[config.mk]
export PLATFORM = sky130hd
export DESIGN_NAME = arr_kernel_host
export DESIGN_NICKNAME = d
export VERILOG_FILES = /design/src/rtl/arr_kernel_host.sv
export SDC_FILE = /design/constraint.sdc
export NUM_CORES = 1
export LEC_CHECK = 0
export ABC_AREA = 1
export BUFFER_PORTS_ARGS = -buffer_cell sky130_fd_sc_hd__buf_2
export CAP_MARGIN = 20
export CORE_ASPECT_RATIO = 0.9
export CORE_MARGIN = 2
export CORE_UTILIZATION = 30
export DETAILED_ROUTE_END_ITERATION = 12
export SETUP_SLACK_MARGIN = 0.2
export SKIP_CTS_REPAIR_TIMING = 1
export SLEW_MARGIN = 5
export SYNTH_ARGS = -nofsm -noshare
export SYNTH_HDL_FRONTEND = slang
export SYNTH_SLANG_ARGS = --single-unit
export TNS_END_PERCENT = 100
[constraint.sdc]
create_clock -name clk -period 1.8 [get_ports clk]
set_input_delay 0.36 -clock clk [delete_from_list [all_inputs] [get_ports clk]]
set_output_delay 0.36 -clock clk [all_outputs]
set_load 0.005 [all_outputs]
[src/rtl/arr_kernel_host.sv]
// Host-side loader/starter for an HLS kernel with an array control port.
// Optional ARR_KERNEL_CYCLE_COUNT_EN adds res_cycles (START..w_enable cycle count).
module arr_kernel_host #(
  parameter int unsigned ADDR_W  = 10,
  parameter int unsigned DATA_W  = 27,
  parameter int unsigned RES_W   = 64,
  parameter int unsigned MAX_LEN = 1000
) (
  input  logic              clk,
  input  logic              rst_n,
  input  logic              in_valid,
  output logic              in_ready,
  input  logic [DATA_W-1:0] in_data,
  input  logic              in_last,
  output logic              controlArr,
  output logic              controlArrWEnable_a,
  output logic [ADDR_W-1:0] controlArrAddr_a,
  output logic [DATA_W-1:0] controlArrWData_a,
  output logic              r_enable,
  input  logic              w_enable,
  input  logic [RES_W-1:0]  result,
  output logic              res_valid,
  input  logic              res_ready,
  output logic [RES_W-1:0]  res_data,
  output logic [ADDR_W:0]   res_len,
`ifdef ARR_KERNEL_CYCLE_COUNT_EN
  output logic [31:0]       res_cycles,
`endif
  output logic              res_trunc
);

  typedef enum logic [2:0] {StLoad, StFill, StStart, StWait, StResult} state_e;

  localparam logic [ADDR_W:0] LastIdx = (ADDR_W+1)'(MAX_LEN - 1);

  state_e              state_q;
  logic [ADDR_W:0]     cnt_q;
  logic                ctrl_q;
  logic                we_q;
  logic [ADDR_W-1:0]   addr_q;
  logic [DATA_W-1:0]   wdata_q;
  logic                ren_q;
  logic                res_valid_q;
  logic [RES_W-1:0]    res_data_q;
  logic [ADDR_W:0]     res_len_q;
  logic                trunc_q;
`ifdef ARR_KERNEL_CYCLE_COUNT_EN
  logic [31:0]         cyc_q;
  logic [31:0]         res_cycles_q;
`endif

  always_ff @(posedge clk or negedge rst_n) begin
    if (!rst_n) begin
      state_q     <= StLoad;
      cnt_q       <= '0;
      ctrl_q      <= 1'b1;
      we_q        <= 1'b0;
      addr_q      <= '0;
      wdata_q     <= '0;
      ren_q       <= 1'b0;
      res_valid_q <= 1'b0;
      res_data_q  <= '0;
      res_len_q   <= '0;
      trunc_q     <= 1'b0;
`ifdef ARR_KERNEL_CYCLE_COUNT_EN
      cyc_q        <= '0;
      res_cycles_q <= '0;
`endif
    end else begin
      we_q <= 1'b0;
      unique case (state_q)
        StLoad: begin
          if (in_valid) begin
            we_q    <= 1'b1;
            addr_q  <= cnt_q[ADDR_W-1:0];
            wdata_q <= in_data;
            cnt_q   <= cnt_q + 1'b1;
            if (in_last || cnt_q == LastIdx) begin
              res_len_q <= cnt_q + 1'b1;
              // Without in_last this branch is only reachable at the final index.
              trunc_q   <= !in_last;
              state_q   <= (cnt_q == LastIdx) ? StStart : StFill;
            end
          end
        end
        StFill: begin
          we_q    <= 1'b1;
          addr_q  <= cnt_q[ADDR_W-1:0];
          wdata_q <= '0;
          cnt_q   <= cnt_q + 1'b1;
          if (cnt_q == LastIdx) state_q <= StStart;
        end
        StStart: begin
          // Last array write is on the bus this cycle; hand over on the next.
          ctrl_q  <= 1'b0;
          ren_q   <= 1'b1;
          state_q <= StWait;
`ifdef ARR_KERNEL_CYCLE_COUNT_EN
          cyc_q   <= 32'd1;
`endif
        end
        StWait: begin
          ren_q <= 1'b0;
          if (w_enable) begin
            res_data_q  <= result;
            ctrl_q      <= 1'b1;
            res_valid_q <= 1'b1;
            state_q     <= StResult;
`ifdef ARR_KERNEL_CYCLE_COUNT_EN
            res_cycles_q <= cyc_q;
          end else if (cyc_q != '1) begin
            cyc_q <= cyc_q + 32'd1;
`endif
          end
        end
        StResult: begin
          if (res_ready) begin
            res_valid_q <= 1'b0;
            cnt_q       <= '0;
            trunc_q     <= 1'b0;
            state_q     <= StLoad;
          end
        end
        default: state_q <= StLoad;
      endcase
    end
  end

  assign in_ready            = (state_q == StLoad);
  assign controlArr          = ctrl_q;
  assign controlArrWEnable_a = we_q;
  assign controlArrAddr_a    = addr_q;
  assign controlArrWData_a   = wdata_q;
  assign r_enable            = ren_q;
  assign res_valid           = res_valid_q;
  assign res_data            = res_data_q;
  assign res_len             = res_len_q;
  assign res_trunc           = trunc_q;
`ifdef ARR_KERNEL_CYCLE_COUNT_EN
  assign res_cycles          = res_cycles_q;
`endif

endmodule

# Word-level counts from Yosys, hierarchy flattened
# Cells that the tools add are included.
# classes
n_addsub	1
n_eq_ne	10
mux	24
n_reduce_logical	16
# ops
operator	n
$pmux 27 s2	1
$pmux 11 s3	1
$mux 27	1
$mux 11	2
$pmux 10 s2	1
$mux 3	5
$pmux 3 s5	1
$add 11x1->11 const B	1
$eq 11x10->1 const B	1
$mux 10	1
$pmux 1 s2	5
$reduce_and 3->1	3
$ne 2x2->1 const B	4
$reduce_bool 2->1	4
$eq 3x2->1 const B	2
$reduce_and 2->1	3
$mux 1	5
$reduce_and 5->1	1
$reduce_and 4->1	1
$eq 3x1->1 const B	1
$eq 3x3->1 const B	1
$logic_not 3->1	1
$reduce_bool 3->1	1
$mux 2	1
other kinds (3)	3
# word_totals
register_bits	131
in_bits	97
output_inout_bits	118
elab_cells	62

# Longest topological paths before layout
# logic_depth
word_depth	5
mapped_depth	10
mapped_depth_nobuf	10

# Worst setup path after synthesis
# OpenSTA, ideal clock, no wires.
# synth_path
path_kind	reg2reg
from	register state_q[2]
to	register wdata_q[21], in the netlist controlArrWData_a[21]
setup_ns	0.121
t_arrival_ns	1.280
t_required_ns	1.679
setup_slack_ns	0.399
stages_incl_launch_ff	6
n_path_buf	2
synth_period_minus_slack_ns	1.401
path_cell_list	dfrtp_1 buf_2 nor3_1 nor2_2 buf_2 a22o_1
# synth_via
elab_chain_cells	3
word_cells_on_any_way	6
cone_classes	eq/ne (2); mux (1); reduce/logical (3)
# synth_lines
item	line_no	text
start: declaration	36	state_e state_q;
start signal: assignment	54	state_q <= StLoad;
start signal: assignment	82	state_q <= (cnt_q == LastIdx) ? StStart : StFill;
start signal: assignment	91	if (cnt_q == LastIdx) state_q <= StStart;
$eq 3x1->1 or $logic_not 3->1 (tied branches)	71	unique case (state_q)
$reduce_bool 2->1 (no source line) or $ne 2x2->1 (tied branches)	-	
$reduce_and 2->1 (no source line)	-	
end signal: assignment	76	wdata_q <= in_data;
end: declaration	41	logic [DATA_W-1:0] wdata_q;
# Several ways; a longest one is shown, not always the timed one.
# A chain may end at the register's enable or synchronous reset.

# Final worst setup path
# layout_path
from	register state_q[0]
to	output in_ready
# layout_via
elab_chain_cells	1
# layout_lines
item	line_no	text
$logic_not 3->1	129	assign in_ready = (state_q == StLoad);
end: declaration	12	output logic in_ready,
# Every way passes these cells.

==> results.sh <==
export IMPL_clk_insertion_delay_late_ps=420
export IMPL_worstPathArrival_ps=1320
export IMPL_syn_inst=554
export IMPL_finalHoldViolations=0
export IMPL_p_per_area_nw_per_um2=1698
export IMPL_antenna_found_initial=1
export IMPL_fin_setup_tns_ps=0
export IMPL_clkSlewWorstSetupHoldPaths_ps=60
export IMPL_n_fill_cell=1716
export IMPL_post_route_util_pct=43.15
export IMPL_cts_sinks=131
export IMPL_ys_top_cells_by_area="dfrtp_1 (63%), nand2_1 (20%), a22o_1 (4.6%)"
export IMPL_io_pins=215
export IMPL_htreeDepth=4
export IMPL_power_uw=12370
export IMPL_period_minus_slack_ps=1680
export IMPL_cts_tree="done"
export IMPL_maxCapViolCount=0
export IMPL_cts_made_buffers=17
export IMPL_crit_path_max_fanout=4
export IMPL_fp_dieArea_um2=18300
export IMPL_clk_path_buf_depth=2
export IMPL_netlist_area_leader_share_pct=62.94
export IMPL_clkPwrFrac_pct=29.3
export IMPL_drc=0
export IMPL_cts_root_buf="clkbuf_16"
export IMPL_rows=45
export IMPL_slew_viol_final=0
export IMPL_area_growth_syn_to_layout_pct=41.01
export IMPL_die_w_um=142.4
export IMPL_grt_first_pass_wirelength_um=21750
export IMPL_fin_crit_sh_pct=93.31
export IMPL_fmax_mhz=595.4
export IMPL_wl_per_cell_um=13.36
export IMPL_status="finished clean"
export IMPL_drt_total_wl_um=13450
export IMPL_ys_seq_area_share_pct=63.45
export IMPL_vias=4394
export IMPL_synth_seq_cells=131
export IMPL_numPortBuffers=214
export IMPL_cp_start_kind="register"
export IMPL_multi_input_area_um2=1682
export IMPL_yosysWarnings=0
export IMPL_pwr_share_comb_pct=31.9
export IMPL_syn_area_per_cell_um2=9.330
export IMPL_netlist_area_um2=5169
export IMPL_p_sw_share_pct=33.04
export IMPL_post_dp_cell_area_um2=6563
export IMPL_ant_nets=0
export IMPL_worst_hold_path_type="in -> reg"
export IMPL_grtUsageTotal_pct=15.13
export IMPL_cp_end_kind="output port"
export IMPL_setup_viol=0
export IMPL_final_nets=881
export IMPL_syn_nets=652
export IMPL_antennaDiodeCount=0
export IMPL_vias_per_cell=4.363
export IMPL_place_gp_congestion=0.7592
export IMPL_grt_max_degree=43
export IMPL_synth_distinct_cells=22
export IMPL_slew_headroom_pct=72.26
export IMPL_synth_area_leader_cell="dfrtp_1"
export IMPL_grt_ovfl_total=0
export IMPL_p_seq_share_pct=38.8
export IMPL_stdcell_area_um2=7288
export IMPL_irDropWorstVdd_v=0.0007226
export IMPL_crit_type="reg -> out"
export IMPL_drive_above_1_share_pct=35.80
export IMPL_start_util_pct=30.60
export IMPL_drt_iter0_markers=186
export IMPL_die_h_um=128.5
export IMPL_skew_ps=13.41
export IMPL_required_ps=1440
export IMPL_dp_hpwl_um=9347
export IMPL_first_pass_iters=4
export IMPL_p_leak_uw=0.004111
export IMPL_grt_pass1_vias=4407
export IMPL_worst_slew_pin_transition_ps=416.1
export IMPL_p_sw_uw=4087
export IMPL_instances_no_fill=1007
export IMPL_rsz0062_at_grt="yes"
export IMPL_core_area_um2=16890
export IMPL_final_seq_area_um2=3281
export IMPL_dp_cells=969
export IMPL_p_int_uw=8285
worst max-delay path, cell delays in order, from the launching register on:
cell,delay [ps]
dfrtp_1,410
nor2_4,160
inv_4,60
nor2_4,150
buf_6,130
flip-flops by register name, indices dropped and copies added (netlist names), 3 cells and up:
name               flops
res_data              64
controlArrWData_a     27
controlArrAddr_a      10
res_len               11
state_q                3
cnt_q                 11
logic make-up after synthesis:
logic type	count (synthesis)	share of synthesized area, %
and+or+nand+nor	302	22.83
buffers and inverters	56	4.987
DFF	131	63.45
xor gates and xnor gates	3	0.5084
AOI/OAI and AO/OA	61	7.988
adders and majority gates	1	0.2420
power groups by stage:
stage	sequential [uW]	combinational [uW]	clock [uW]
CTS	4810	3840	3720
floorplan	4890	1800	0
detailed placement	4800	3850	0
finish	4800	3940	3630
global placement	4830	3770	0
global route	4960	4480	3880
cell usage after synthesis, drive strengths merged:
cell,count
a21oi,2
a22o,27
buf,22
clkbuf,2
dfrtp,130
dfstp,1
ha,1
inv,32
nand2,270
nand3,14
nand4,1
nor2,15
nor3,2
o21ai,27
o22ai,5
xor2,3
layout make-up:
| cell class | instances | area share (%) |
|---|---|---|
| Clock buffer | 21 | 6.455 |
| Clock inverter | 11 | 2.060 |
| Inverter | 32 | 1.682 |
| Multi-Input combinational cell | 367 | 23.07 |
| Sequential cell | 131 | 45.01 |
| Tap cell | 211 | 3.622 |
| Timing Repair Buffer | 234 | 18.09 |
final timing paths:
path / start / end / slack, ps / depth (start not counted)
max in group asynchronous: rst_n / controlArr$_DFFE_PN1P_ / 790 / 3
min in group asynchronous: rst_n / res_data[3]$_DFFE_PN0P_ / 420 / 2
min: result[34] / res_data[34]$_DFFE_PN0P_ / 130 / 3
min reg2reg: res_data[48]$_DFFE_PN0P_ / res_data[48]$_DFFE_PN0P_ / 460 / 2
max reg2reg: state_q[1]$_DFFE_PN0P_ / res_data[43]$_DFFE_PN0P_ / 250 / 9
max: state_q[0]$_DFFE_PN0P_ / in_ready / 120 / 4
placed cells by master (no fill, tap or decap), drive strengths merged:
| master | synthesis | layout |
|---|---|---|
| dfrtp | 130 | 130 |
| clkinv | 0 | 4 |
| nand3 | 14 | 14 |
| a22o | 27 | 27 |
| nand2 | 270 | 270 |
| a21oi | 2 | 2 |
| dfstp | 1 | 1 |
| o21ai | 27 | 27 |
| clkbuf | 2 | 21 |
| buf | 22 | 233 |
| nor2 | 15 | 15 |
| bufinv | 0 | 3 |
| dlygate4sd3 | 0 | 1 |
| o22ai | 5 | 5 |
| ha | 1 | 1 |
| inv | 32 | 34 |
| xor2 | 3 | 3 |
| nand4 | 1 | 1 |
| clkinvlp | 0 | 2 |
| nor3 | 2 | 2 |
per-layer routing:
layer  part of all wire [%]  global-route usage, %  vias up  wire length, um
li1                       -                      -     2210                -
met1                     46                  19.61     2010             6149
met2                     45                  23.25      162             6001
met3                    8.4                  6.029       12             1133
met4                    1.2                  5.183        0              165
met5                      0                      0        -                0
metrics by stage:
step,hold WS [ps],setup WS (ps)
finish,134.5,120.5
global route,130.3,81.08
CTS,-139.7,-103.0
detailed placement,310.3,210.3
global placement,308.4,243.3
floorplan,64.41,399.3
Note: power is estimated with default switching activity, not from simulation.
